===== src/rtl/booth_pkg.sv =====
// Shared types and helpers for the radix-4 Booth sequential multiplier.
//   state_t     : controller states (IDLE, CALC, DONE)
//   digit_t     : recoded Booth digit values
//   nstep()     : radix-4 iteration count for a given operand width
//   booth_digit(): 3-bit window {q1,q0,q_minus1} -> Booth digit
package booth_pkg;

    typedef enum logic [1:0] {
        IDLE,
        CALC,
        DONE
    } state_t;

    typedef enum logic [2:0] {
        ZERO,
        POS1,
        POS2,
        NEG1,
        NEG2
    } digit_t;

    // Operands are extended by two bits so unsigned values stay positive;
    // each iteration retires two bits of that extended multiplier.
    function automatic int unsigned nstep(input int unsigned width);
        return width / 2 + 1;
    endfunction

    function automatic digit_t booth_digit(input logic [2:0] window);
        digit_t d;
        case (window)
            3'b001, 3'b010: d = POS1;
            3'b011:         d = POS2;
            3'b100:         d = NEG2;
            3'b101, 3'b110: d = NEG1;
            default:        d = ZERO;
        endcase
        return d;
    endfunction

endpackage


===== src/rtl/booth_r4_encoder.sv =====
// Radix-4 Booth partial-product generator (combinational).
// Ports:
//   window : {Q[1], Q[0], Q[-1]} multiplier window
//   m      : multiplicand, already extended to WIDTH+2 bits
//   addend : d*m as a WIDTH+3 bit two's-complement value, d in {0,+-1,+-2}
module booth_r4_encoder
    import booth_pkg::*;
#(
    parameter int unsigned WIDTH = 32
) (
    input  logic [2:0]       window,
    input  logic [WIDTH+1:0] m,
    output logic [WIDTH+2:0] addend
);

    digit_t           digit;
    logic [WIDTH+2:0] m_x1;
    logic [WIDTH+2:0] m_x2;

    assign digit = booth_digit(window);
    assign m_x1  = {m[WIDTH+1], m};
    assign m_x2  = {m, 1'b0};

    always_comb begin
        addend = '0;
        case (digit)
            POS1:    addend = m_x1;
            POS2:    addend = m_x2;
            NEG1:    addend = -m_x1;
            NEG2:    addend = -m_x2;
            default: addend = '0;
        endcase
    end

endmodule


===== src/rtl/booth_radix4_seq_mult.sv =====
// Sequential radix-4 Booth multiplier with valid/ready handshakes and
// per-operation signed/unsigned mode. Retires two multiplier bits per cycle.
// Ports:
//   CLK, RESET        : clock (rising edge), asynchronous active-low reset
//   in_valid/in_ready : operand handshake; X, Y, signed_mode sampled on accept
//   X, Y              : multiplicand / multiplier (WIDTH bits)
//   signed_mode       : 1 = two's-complement operands, 0 = unsigned
//   out_valid/out_ready: result handshake; Z held stable until accepted
//   Z                 : 2*WIDTH bit product, keeps last value until next product
//   busy              : operation in progress
module booth_radix4_seq_mult
    import booth_pkg::*;
#(
    parameter int unsigned WIDTH = 32
) (
    input  logic                 CLK,
    input  logic                 RESET,
    input  logic                 in_valid,
    output logic                 in_ready,
    input  logic [WIDTH-1:0]     X,
    input  logic [WIDTH-1:0]     Y,
    input  logic                 signed_mode,
    output logic                 out_valid,
    input  logic                 out_ready,
    output logic [2*WIDTH-1:0]   Z,
    output logic                 busy
);

    localparam int unsigned NSTEP = nstep(WIDTH);
    localparam int unsigned XW    = WIDTH + 2;
    localparam int unsigned AW    = WIDTH + 3;
    localparam int unsigned CNT_W = $clog2(NSTEP);

    state_t           state;
    state_t           state_next;
    logic [CNT_W-1:0] cnt;

    logic [XW-1:0]    m_reg;
    logic [XW-1:0]    q_reg;
    logic             q_m1;
    logic [AW-1:0]    acc;

    logic [XW-1:0]    x_ext;
    logic [XW-1:0]    y_ext;
    logic [AW-1:0]    addend;
    logic [AW-1:0]    acc_sum;
    logic [AW-1:0]    acc_next;
    logic [XW-1:0]    q_next;
    logic [2*WIDTH-1:0] z_next;
    logic             accept;

    assign x_ext = signed_mode ? {{2{X[WIDTH-1]}}, X} : {2'b00, X};
    assign y_ext = signed_mode ? {{2{Y[WIDTH-1]}}, Y} : {2'b00, Y};

    booth_r4_encoder #(
        .WIDTH (WIDTH)
    ) u_encoder (
        .window (({q_reg[1:0], q_m1})),
        .m      (m_reg),
        .addend (addend)
    );

    // Add the partial product, then arithmetic-shift {acc, Q, Q[-1]} right by 2.
    assign acc_sum  = acc + addend;
    assign acc_next = {{2{acc_sum[AW-1]}}, acc_sum[AW-1:2]};
    assign q_next   = {acc_sum[1:0], q_reg[XW-1:2]};
    // After the final shift {acc, Q} is the extended product; keep its low 2*WIDTH bits.
    assign z_next   = {acc_next[WIDTH-3:0], q_next};

    assign accept = in_valid && (state == IDLE);

    always_ff @(posedge CLK or negedge RESET) begin
        if (!RESET) begin
            state <= IDLE;
        end else begin
            state <= state_next;
        end
    end

    always_comb begin
        state_next = state;
        in_ready   = 1'b0;
        out_valid  = 1'b0;
        busy       = 1'b1;
        case (state)
            IDLE: begin
                in_ready = 1'b1;
                busy     = 1'b0;
                if (in_valid) state_next = CALC;
            end
            CALC: begin
                if (cnt == '0) state_next = DONE;
            end
            DONE: begin
                out_valid = 1'b1;
                if (out_ready) state_next = IDLE;
            end
            default: begin
                state_next = IDLE;
            end
        endcase
    end

    always_ff @(posedge CLK or negedge RESET) begin
        if (!RESET) begin
            cnt   <= '0;
            m_reg <= '0;
            q_reg <= '0;
            q_m1  <= 1'b0;
            acc   <= '0;
            Z     <= '0;
        end else if (accept) begin
            cnt   <= CNT_W'(NSTEP - 1);
            m_reg <= x_ext;
            q_reg <= y_ext;
            q_m1  <= 1'b0;
            acc   <= '0;
        end else if (state == CALC) begin
            cnt   <= cnt - 1'b1;
            acc   <= acc_next;
            q_reg <= q_next;
            q_m1  <= q_reg[1];
            if (cnt == '0) Z <= z_next;
        end
    end

endmodule


===== config.mk =====
export PLATFORM = sky130hd
export DESIGN_NAME = booth_radix4_seq_mult
export DESIGN_NICKNAME = d
export VERILOG_FILES = /design/src/rtl/booth_pkg.sv /design/src/rtl/booth_r4_encoder.sv /design/src/rtl/booth_radix4_seq_mult.sv
export SDC_FILE = /design/constraint.sdc
export NUM_CORES = 1
export LEC_CHECK = 0
export ABC_AREA = 1
export CORE_MARGIN = 10
export CORE_UTILIZATION = 55
export DETAILED_ROUTE_END_ITERATION = 7
export PLACE_DENSITY_LB_ADDON = 0.08
export SLEW_MARGIN = 10
export SYNTH_ARGS = -nofsm -noshare
export SYNTH_HDL_FRONTEND = slang
export SYNTH_SLANG_ARGS = --single-unit

===== constraint.sdc =====
create_clock -name CLK -period 3.43 [get_ports CLK]
set_input_delay 0.686 -clock CLK [delete_from_list [all_inputs] [get_ports CLK]]
set_output_delay 0.686 -clock CLK [all_outputs]
set_load 0.01 [all_outputs]

==> flow_metrics.env, run 1 <==
export IMPL_cap_viol_max_count=0
export IMPL_die_area_mm2=0.0249
export IMPL_synth_top_area_cell="dfrtp_1"
export IMPL_place_hpwl_mm=23.3
export IMPL_cp_cell_sequence="inv_2 -> nand2_2 -> nor2_4 -> buf_4 -> nand4_4 -> inv_1 -> nand2_1 -> xor2_1 -> nand2_1 -> o2111ai_4 -> ha_4 -> a21oi_1 -> o21ai_0 -> a21oi_1 -> nand2_2 -> or2_1 -> nand3_1 -> nand2_1"
export IMPL_report_final_slew_viol_count=0
export IMPL_worst_ep_required_time_ps=3770
export IMPL_yosysMostFrequentCell="nand2_1"
export IMPL_ys_seq_area_frac=0.412
export IMPL_cp_common_cell="nand2_1"
export IMPL_syn_area_mm2=0.0104
export IMPL_antenna_found_initial=0
export IMPL_worstMarginPinSlew_ps=697
export IMPL_firstDrtPassIters=5
export IMPL_synth_edff_count=0
export IMPL_largest_reg_flops=64
export IMPL_clk_pin_slew_ps=80
export IMPL_setup_viol=0
export IMPL_areaGrowthSynthToFinish_pct=31.9
export IMPL_vias=10372
export IMPL_ant_nets=0
export IMPL_final_area_mm2=0.0138
export IMPL_die_h_um=158
export IMPL_setup_ws_ps=106
export IMPL_initial_utilization=0.558
export IMPL_htreeDepth=4
export IMPL_cpPeakStageDelay_ps=450
export IMPL_syn_inst=1374
export IMPL_clockBufferDepth=2
export IMPL_ys_top_cells_by_area="dfrtp_1 41%, nand2_1 14%, o21ai_0 6.1%, nand3_1 4.5%, ha_1 4.4%"
export IMPL_root_buffer="clkbuf_16"
export IMPL_synth_top_cell_area_share=0.412
export IMPL_rsz0062_at_grt="yes"
export IMPL_grt_max_degree=80
export IMPL_final_layout_size_suffix_gt1_frac=0.187
export IMPL_skew_ps=19.8
export IMPL_insertion_delay_ps=440
export IMPL_cp_end_kind="register"
export IMPL_dpl_cell_count=1760
export IMPL_dpl_worst_slack_ps=68.2
export IMPL_syn_num_nets=1481
export IMPL_place_gp_congestion=0.971
export IMPL_hold_violations=0
export IMPL_synth_top_cells_by_count="400 x nand2_1, 172 x dfrtp_1, 128 x o21ai_0"
export IMPL_cp_arrival_ps=3660
export IMPL_outcome="completed"
export IMPL_start_kind="register"
export IMPL_ys_seq_elements=172
export IMPL_grt_pass1_vias=9964
export IMPL_synth_cell_types=51
export IMPL_placed_area_mm2=0.0124
export IMPL_drt_iter0_drc=846
export IMPL_fin_crit_ps=3320
export IMPL_crit_slowest_cell="dfrtp_2"
export IMPL_routedWlPerCell_um=18.1
export IMPL_grt_pass1_wl_mm=51.6
export IMPL_drt_wl_total_mm=32.9
export IMPL_fin_nets=1678
export IMPL_fp_row_count=50
export IMPL_numPortBuffers=135
export IMPL_vias_per_cell=5.71
export IMPL_yosys_warnings=0
export IMPL_hold_path_class="in2async"
export IMPL_cts_hold_buffers=0
export IMPL_fmax_mhz=301
export IMPL_critPathMaxFanout=4
export IMPL_synth_main_ff_cell="dfrtp_1"
export IMPL_core_area_mm2=0.0187
export IMPL_cts_tree="built"
export IMPL_synth_avg_cell_area_um2=7.60
export IMPL_grt_overflow=0
export IMPL_io_pin_count=136
export IMPL_async_reset_ff_frac=1.00
export IMPL_cts_buffers=17
export IMPL_die_x_um=158
export IMPL_relSlewSlack=0.536
export IMPL_antenna_cells=0
export IMPL_post_route_drc_count=0
export IMPL_final_cell_count_no_fill=1818
export IMPL_grt_use_total=0.259
export IMPL_path_class="reg2reg"
export IMPL_cts_sinks=172
export IMPL_period_share=0.969
stage by stage:
step           hold WS (ps)  TNS, ps  utilization
6_report                250        0        0.736
5_1_grt                 288     -759        0.736
4_1_cts                 273        0        0.694
3_5_place_dp            459        0        0.662
3_3_place_gp            456        0        0.662
2_1_floorplan           390        0            -
final cells by class:
class                   instances  area (um^2)
well taps                     234          293
clock inverters                15          171
inverters                     131          492
repair buffers                226         2080
clock buffers                  17          425
flip-flops and latches        172         4310
fillers                      1484         4940
multi-input cells            1023         5990
routing by layer:
| layer | global-route usage | vias to the layer above | part of all wire | wire length [um] |
|---|---|---|---|---|
| met2 | 0.414 | 405 | 0.47 | 15600 |
| met4 | 0.0628 | 0 | 0.016 | 521 |
| met3 | 0.0448 | 41 | 0.069 | 2270 |
| met1 | 0.359 | 4958 | 0.44 | 14600 |
| met5 | 0 | - | 0 | 0 |
| li1 | - | 4968 | - | - |
path summary, 6_finish.rpt:
path,startpoint,to,slack (ps),cells after the start
setup / recovery,m_reg[3]$_DFFE_PN0P_,Z[56]$_DFFE_PN0P_,110,18
hold / removal,RESET,Z[8]$_DFFE_PN0P_,250,1
setup reg to reg,m_reg[3]$_DFFE_PN0P_,Z[56]$_DFFE_PN0P_,110,18
hold reg to reg,Z[32]$_DFFE_PN0P_,Z[32]$_DFFE_PN0P_,480,2
max in group asynchronous,RESET,m_reg[19]$_DFFE_PN0P_,2420,2
min in group CLK,Z[32]$_DFFE_PN0P_,Z[32]$_DFFE_PN0P_,480,2
timing repair:
item / 4_1_cts / 5_1_grt
setup buffers: 0 / 26
resized for setup: 0 / 129
endpoints found under the setup margin: 0 / 45
kinds of logic (layout without fill, tap and decap cells):
logic type | after synthesis | in the layout | share of synthesized area
flops | 172 | 172 | 0.412
compound gates | 290 | 290 | 0.166
fa+ha+maj | 38 | 38 | 0.0463
buf+inv | 179 | 389 | 0.0689
xor+xnor | 33 | 33 | 0.0277
simple gates | 662 | 662 | 0.279
cell usage in the layout, fill, tap and decap left out, types with 5 or more instances in the layout:
master and n:
buf_4 87, ha_4 10, a22oi_1 30, ha_2 6
ha_1 21, or2_2 5, clkinv_8 5, nand3b_1 7
nand2_2 22, o21ai_1 30, o22ai_1 8, xor2_1 18
a21oi_2 18, dfrtp_2 7, inv_2 14, xnor2_1 10
nor2_4 19, clkbuf_16 17, nor2_1 65, nor3_1 5
o21ai_2 7, nand3_1 91, clkdlybuf4s50_1 134, a21oi_1 32
inv_1 116, o21ai_0 118, nand2_1 388, xor2_2 5
dfrtp_1 165, nor2_2 27, o221ai_1 5, inv_6 5
nor3_2 6, nand4_1 10, o2111ai_1 13
critical path, delay by kind of cell (launching register included):
family / cells / cell delay (ps)
AOI/OAI and AO/OA: 4 / 900
xor gates and xnor gates: 1 / 160
adders and majority gates: 1 / 310
buffers and inverters: 3 / 330
DFF: 1 / 450
and+or+nand+nor: 9 / 1070
Power of run 1 is left out: the tool's default activity adds up to more than one toggle a clock period on the data nets, which glitch-free logic cannot reach.
==> run 2: changes to the inputs <==
Settings changed: SYNTH_HIERARCHICAL set to 1.
==> flow_metrics.env, run 2 <==
export IMPL_async_reset_ff_frac=1.00
export IMPL_post_route_drc_count=0
export IMPL_crit_reg2reg_launch="m_reg[2]$_DFFE_PN0P_"
export IMPL_setup_ws_ps=126
export IMPL_io_pin_count=136
export IMPL_synth_main_ff_cell="dfrtp_1"
export IMPL_final_area_mm2=0.0133
export IMPL_start_kind="register"
export IMPL_ys_seq_area_frac=0.397
export IMPL_fin_nets=1774
export IMPL_clockBufferDepth=2
export IMPL_clk_pin_slew_ps=80
export IMPL_initial_utilization=0.558
export IMPL_worstMarginPinSlew_ps=1080
export IMPL_die_x_um=160
export IMPL_grt_use_total=0.256
export IMPL_final_cell_mix="516 x nand2_1, 175 x inv_1, 172 x dfrtp_1"
export IMPL_antenna_found_initial=0
export IMPL_syn_inst=1538
export IMPL_ys_top_cells_by_area="dfrtp_1 40%, nand2_1 18%, inv_1 6.1%, nand3_1 5.1%, ha_1 4.3%"
export IMPL_crit_slowest_cell="dfrtp_1"
export IMPL_cts_tree="built"
export IMPL_ys_seq_elements=172
export IMPL_ant_nets=0
export IMPL_antenna_cells=0
export IMPL_placed_area_mm2=0.0125
export IMPL_drt_wl_total_mm=33.5
export IMPL_final_common_cell="nand2_1"
export IMPL_global_route_peak_usage_layer="met2"
export IMPL_synth_edff_count=0
export IMPL_met3_usage=0.0493
export IMPL_numPortBuffers=135
export IMPL_largest_reg_flops=64
export IMPL_fp_row_count=51
export IMPL_grt_max_degree=110
export IMPL_final_layout_size_suffix_gt1_frac=0.0816
export IMPL_report_final_slew_viol_count=0
export IMPL_place_gp_congestion=0.957
export IMPL_cp_end_kind="register"
export IMPL_firstDrtPassIters=5
export IMPL_worst_ep_required_time_ps=3750
export IMPL_critPathMaxFanout=6
export IMPL_synth_top_cell_area_share=0.397
export IMPL_dpl_worst_slack_ps=103
export IMPL_grt_pass1_wl_mm=53.7
export IMPL_cts_buffers=17
export IMPL_vias=10580
export IMPL_cp_startpoint="m_reg[2]$_DFFE_PN0P_"
export IMPL_routedWlPerCell_um=17.2
export IMPL_relSlewSlack=0.281
export IMPL_setup_viol=0
export IMPL_synth_top_cells_by_count="520 x nand2_1, 175 x inv_1, 172 x dfrtp_1"
export IMPL_grt_util_met2=0.401
export IMPL_cts_sinks=172
export IMPL_cp_arrival_ps=3620
export IMPL_core_area_mm2=0.0195
export IMPL_outcome="completed"
export IMPL_root_buffer="clkbuf_16"
export IMPL_drt_iter0_drc=1056
export IMPL_syn_area_mm2=0.0109
export IMPL_die_area_mm2=0.0258
export IMPL_synth_avg_cell_area_um2=7.06
export IMPL_period_share=0.963
export IMPL_hold_violations=0
export IMPL_syn_num_nets=1645
export IMPL_place_hpwl_mm=24.7
export IMPL_hold_path_class="in2async"
export IMPL_skew_ps=14.9
export IMPL_yosysMostFrequentCell="nand2_1"
export IMPL_areaGrowthSynthToFinish_pct=22.2
export IMPL_fmax_mhz=303
export IMPL_path_class="reg2reg"
export IMPL_cp_common_cell="nand2_1"
export IMPL_fin_crit_ps=3300
export IMPL_yosys_warnings=6
export IMPL_grt_pass1_vias=10231
export IMPL_die_h_um=160
export IMPL_synth_top_area_cell="dfrtp_1"
export IMPL_grt_overflow=0
export IMPL_htreeDepth=4
export IMPL_cpPeakStageDelay_ps=470
export IMPL_use_met1=0.351
export IMPL_insertion_delay_ps=440
export IMPL_synth_cell_types=41
export IMPL_cap_viol_max_count=0
export IMPL_cp_cell_sequence="inv_2 -> nand2_1 -> nor2_2 -> nand3_2 -> inv_1 -> nand2_1 -> nand3_1 -> nand4_1 -> ha_4 -> nand2_1 -> nor2_1 -> nand3_1 -> nand3_1 -> nand2_1 -> nand2_1 -> nand2_1 -> nand2_1 -> nand2_1 -> nand3_1 -> nand2_1"
export IMPL_vias_per_cell=5.44
## run 2: per-stage QoR
| step | hold slack, ps | instances | setup TNS (ps) | util |
|---|---|---|---|---|
| 2_1_floorplan | 390 | 1538 | 0 | - |
| 3_3_place_gp | 456 | 1913 | 0 | 0.644 |
| 3_5_place_dp | 459 | 1913 | 0 | 0.644 |
| 4_1_cts | 263 | 1944 | 0 | 0.673 |
| 5_1_grt | 282 | 1944 | -24.1 | 0.682 |
| 6_report | 250 | 1944 | 0 | 0.682 |
## run 2: final cells by class
class	instances	area [um^2]
inverter	188	707
timing repair buffer	158	1560
clock inverter	14	149
clock buffer	17	425
multi-input combinational	1130	5790
tap	265	332
sequential	172	4300
fill	1738	6190
## run 2: routing by layer
| metal | share of wire | vias up |
|---|---|---|
| met2 | 0.45 | 400 |
| li1 | - | 5220 |
| met1 | 0.45 | 4896 |
| met5 | 0 | - |
| met3 | 0.072 | 64 |
| met4 | 0.025 | 0 |
## run 2: what timing repair did
item,in CTS,in global routing
resized for setup,0,40
setup endpoints to repair,0,37
buffers inserted,0,0
hold buffers,0,0
## run 2: kinds of logic after synthesis
group / synth area share
simple gates: 0.326
flops: 0.397
compound gates: 0.125
fa+ha+maj: 0.0445
buf+inv: 0.0850
xor+xnor: 0.0226
## run 2: worst paths after layout
| path | end | slack (ps) | depth (start not counted) |
|---|---|---|---|
| hold / removal | Z[4]$_DFFE_PN0P_ | 250 | 1 |
| setup / recovery | Z[58]$_DFFE_PN0P_ | 130 | 20 |
| setup reg to reg | Z[58]$_DFFE_PN0P_ | 130 | 20 |
| min in group CLK | Z[34]$_DFFE_PN0P_ | 470 | 2 |
| max in group asynchronous | m_reg[17]$_DFFE_PN0P_ | 2410 | 2 |
| hold reg to reg | Z[34]$_DFFE_PN0P_ | 470 | 2 |
## run 2: worst max-delay path, delay by kind of cell, from the launching register on
family | cells | cell delay (ps)
adders and majority gates | 1 | 400
buffers and inverters | 2 | 250
and+or+nand+nor | 17 | 2060
DFF | 1 | 470
Power of run 2 is left out for the same reason.
==> run 3: changes to the inputs <==
Settings changed: CTS_BUF_LIST set to sky130_fd_sc_hd__clkbuf_2, CTS_CLUSTER_SIZE set to 10.
==> flow_metrics.env, run 3 (synthesized netlist as in run 2, its figures left out) <==
export IMPL_areaGrowthSynthToFinish_pct=19.9
export IMPL_firstDrtPassIters=8
export IMPL_top_layer="met4"
export IMPL_cts_buffers=17
export IMPL_fin_crit_ps=3210
export IMPL_crit_reg2reg_launch="m_reg[0]$_DFFE_PN0P_"
export IMPL_cp_cell_sequence="inv_1 -> ha_2 -> inv_1 -> nor2_4 -> xor2_1 -> inv_1 -> nand2_1 -> nand4_1 -> ha_4 -> nand2_1 -> nor2_1 -> nand3_1 -> nand3_1 -> nand2_1 -> nand2_2 -> nand2_1 -> nand2_1 -> nand2_1 -> nand3_1 -> nand2_1"
export IMPL_relSlewSlack=0.278
export IMPL_hold_violations=0
export IMPL_setup_viol=0
export IMPL_start_kind="register"
export IMPL_final_layout_size_suffix_gt1_frac=0.0873
export IMPL_report_final_slew_viol_count=0
export IMPL_grt_max_degree=110
export IMPL_die_h_um=160
export IMPL_r2r_setup_slack_ps=220
export IMPL_die_x_um=160
export IMPL_post_route_drc_count=0
export IMPL_skew_ps=62.5
export IMPL_crit_slowest_cell="dfrtp_1"
export IMPL_core_area_mm2=0.0195
export IMPL_path_depth=20
export IMPL_cp_endpoint="acc[19]$_DFFE_PN0P_"
export IMPL_cts_sinks=172
export IMPL_final_cell_mix="517 x nand2_1, 175 x inv_1, 168 x dfrtp_1"
export IMPL_grt_pass1_wl_mm=53.1
export IMPL_grt_pass1_vias=10185
export IMPL_nFillCells=1763
export IMPL_cap_viol_max_count=0
export IMPL_setup_tns_ps=0
export IMPL_setup_ws_ps=223
export IMPL_fin_nets=1778
export IMPL_cp_arrival_ps=3870
export IMPL_r2r_cells=20
export IMPL_ant_nets=0
export IMPL_clk_pin_slew_ps=310
export IMPL_drt_wl_total_mm=33.0
export IMPL_crit_buf_inv=3
export IMPL_place_hpwl_mm=24.7
export IMPL_drt_iter0_drc=1108
export IMPL_hold_path_class="in2reg"
export IMPL_grt_overflow=0
export IMPL_insertion_delay_ps=790
export IMPL_cp_startpoint="m_reg[0]$_DFFE_PN0P_"
export IMPL_worst_ep_required_time_ps=4090
export IMPL_antenna_found_initial=1
export IMPL_period_share=0.935
export IMPL_utilization=0.669
export IMPL_vias_per_cell=5.41
export IMPL_io_pin_count=136
export IMPL_wl_met1_mm=14.9
export IMPL_cts_tree="built"
export IMPL_largest_reg_flops=64
export IMPL_cp_common_cell="nand2_1"
export IMPL_crit_family="simple AND/OR/NAND/NOR gates"
export IMPL_vias=10555
export IMPL_final_common_cell="nand2_1"
export IMPL_critPathMaxFanout=4
export IMPL_outcome="completed"
export IMPL_cpPeakStageDelay_ps=480
export IMPL_fp_row_count=51
export IMPL_dr_wl_met2_mm=14.9
export IMPL_numPortBuffers=135
export IMPL_timing_rr_end="acc[19]$_DFFE_PN0P_"
export IMPL_die_area_mm2=0.0258
export IMPL_root_buffer="clkbuf_2"
export IMPL_dpl_worst_slack_ps=103
export IMPL_wl_met3_mm=2.39
export IMPL_path_class="reg2reg"
export IMPL_routedWlPerCell_um=16.9
export IMPL_clockBufferDepth=2
export IMPL_worstMarginPinSlew_ps=1080
export IMPL_initial_utilization=0.558
export IMPL_htreeDepth=4
export IMPL_fmax_mhz=312
export IMPL_cp_end_kind="register"
export IMPL_place_gp_congestion=0.957
export IMPL_grt_use_total=0.254
run 3: layout make-up:
cell class                      count  area [um^2]  share of cell area
Sequential cell                   172         4310               0.331
Inverter                          188          707              0.0543
Clock inverter                     14          149              0.0114
Antenna cell                        2         5.00            0.000385
Tap cell                          265          332              0.0255
Clock buffer                       17         85.1             0.00654
Timing Repair Buffer              162         1600               0.123
Multi-Input combinational cell   1130         5830               0.448
run 3: stage by stage:
step | cells | hold slack, ps | area [um^2]
3_5_place_dp | 1913 | 459 | 12500
2_1_floorplan | 1538 | 390 | 10900
4_1_cts | 1945 | 324 | 12800
6_report | 1950 | 380 | 13000
3_3_place_gp | 1913 | 456 | 12500
5_1_grt | 1950 | 341 | 13000
run 3: metal layers:
metal,vias to the layer above,track usage
met2,375,0.396
met3,58,0.0573
met1,4887,0.343
li1,5235,-
met4,0,0.0785
met5,-,0
run 3: tightest hold or removal path, stage by stage:
cell	delay (ps)
clkdlybuf4s50_1	390
nand2_1	60
nand2_1	40
run 3: worst min-delay path by stage:
stage | startpoint | to | depth (start not counted)
finish | X[28] | m_reg[28]$_DFFE_PN0P_ | 3
global placement | Z[34]$_DFFE_PN0P_ | Z[34]$_DFFE_PN0P_ | 2
CTS | X[21] | m_reg[21]$_DFFE_PN0P_ | 3
global route | X[14] | m_reg[14]$_DFFE_PN0P_ | 3
floorplan | RESET | Z[0]$_DFFE_PN0P_ | 0
detailed placement | Z[34]$_DFFE_PN0P_ | Z[34]$_DFFE_PN0P_ | 2
run 3: repair_timing:
action / 4_1_cts / 5_1_grt
setup endpoints to repair: 0 / 36
resized for setup: 0 / 49
hold buffers: 1 / 0
setup buffers: 0 / 3
hold endpoints to repair: 60 / 0
Power of run 3 is left out for the same reason.
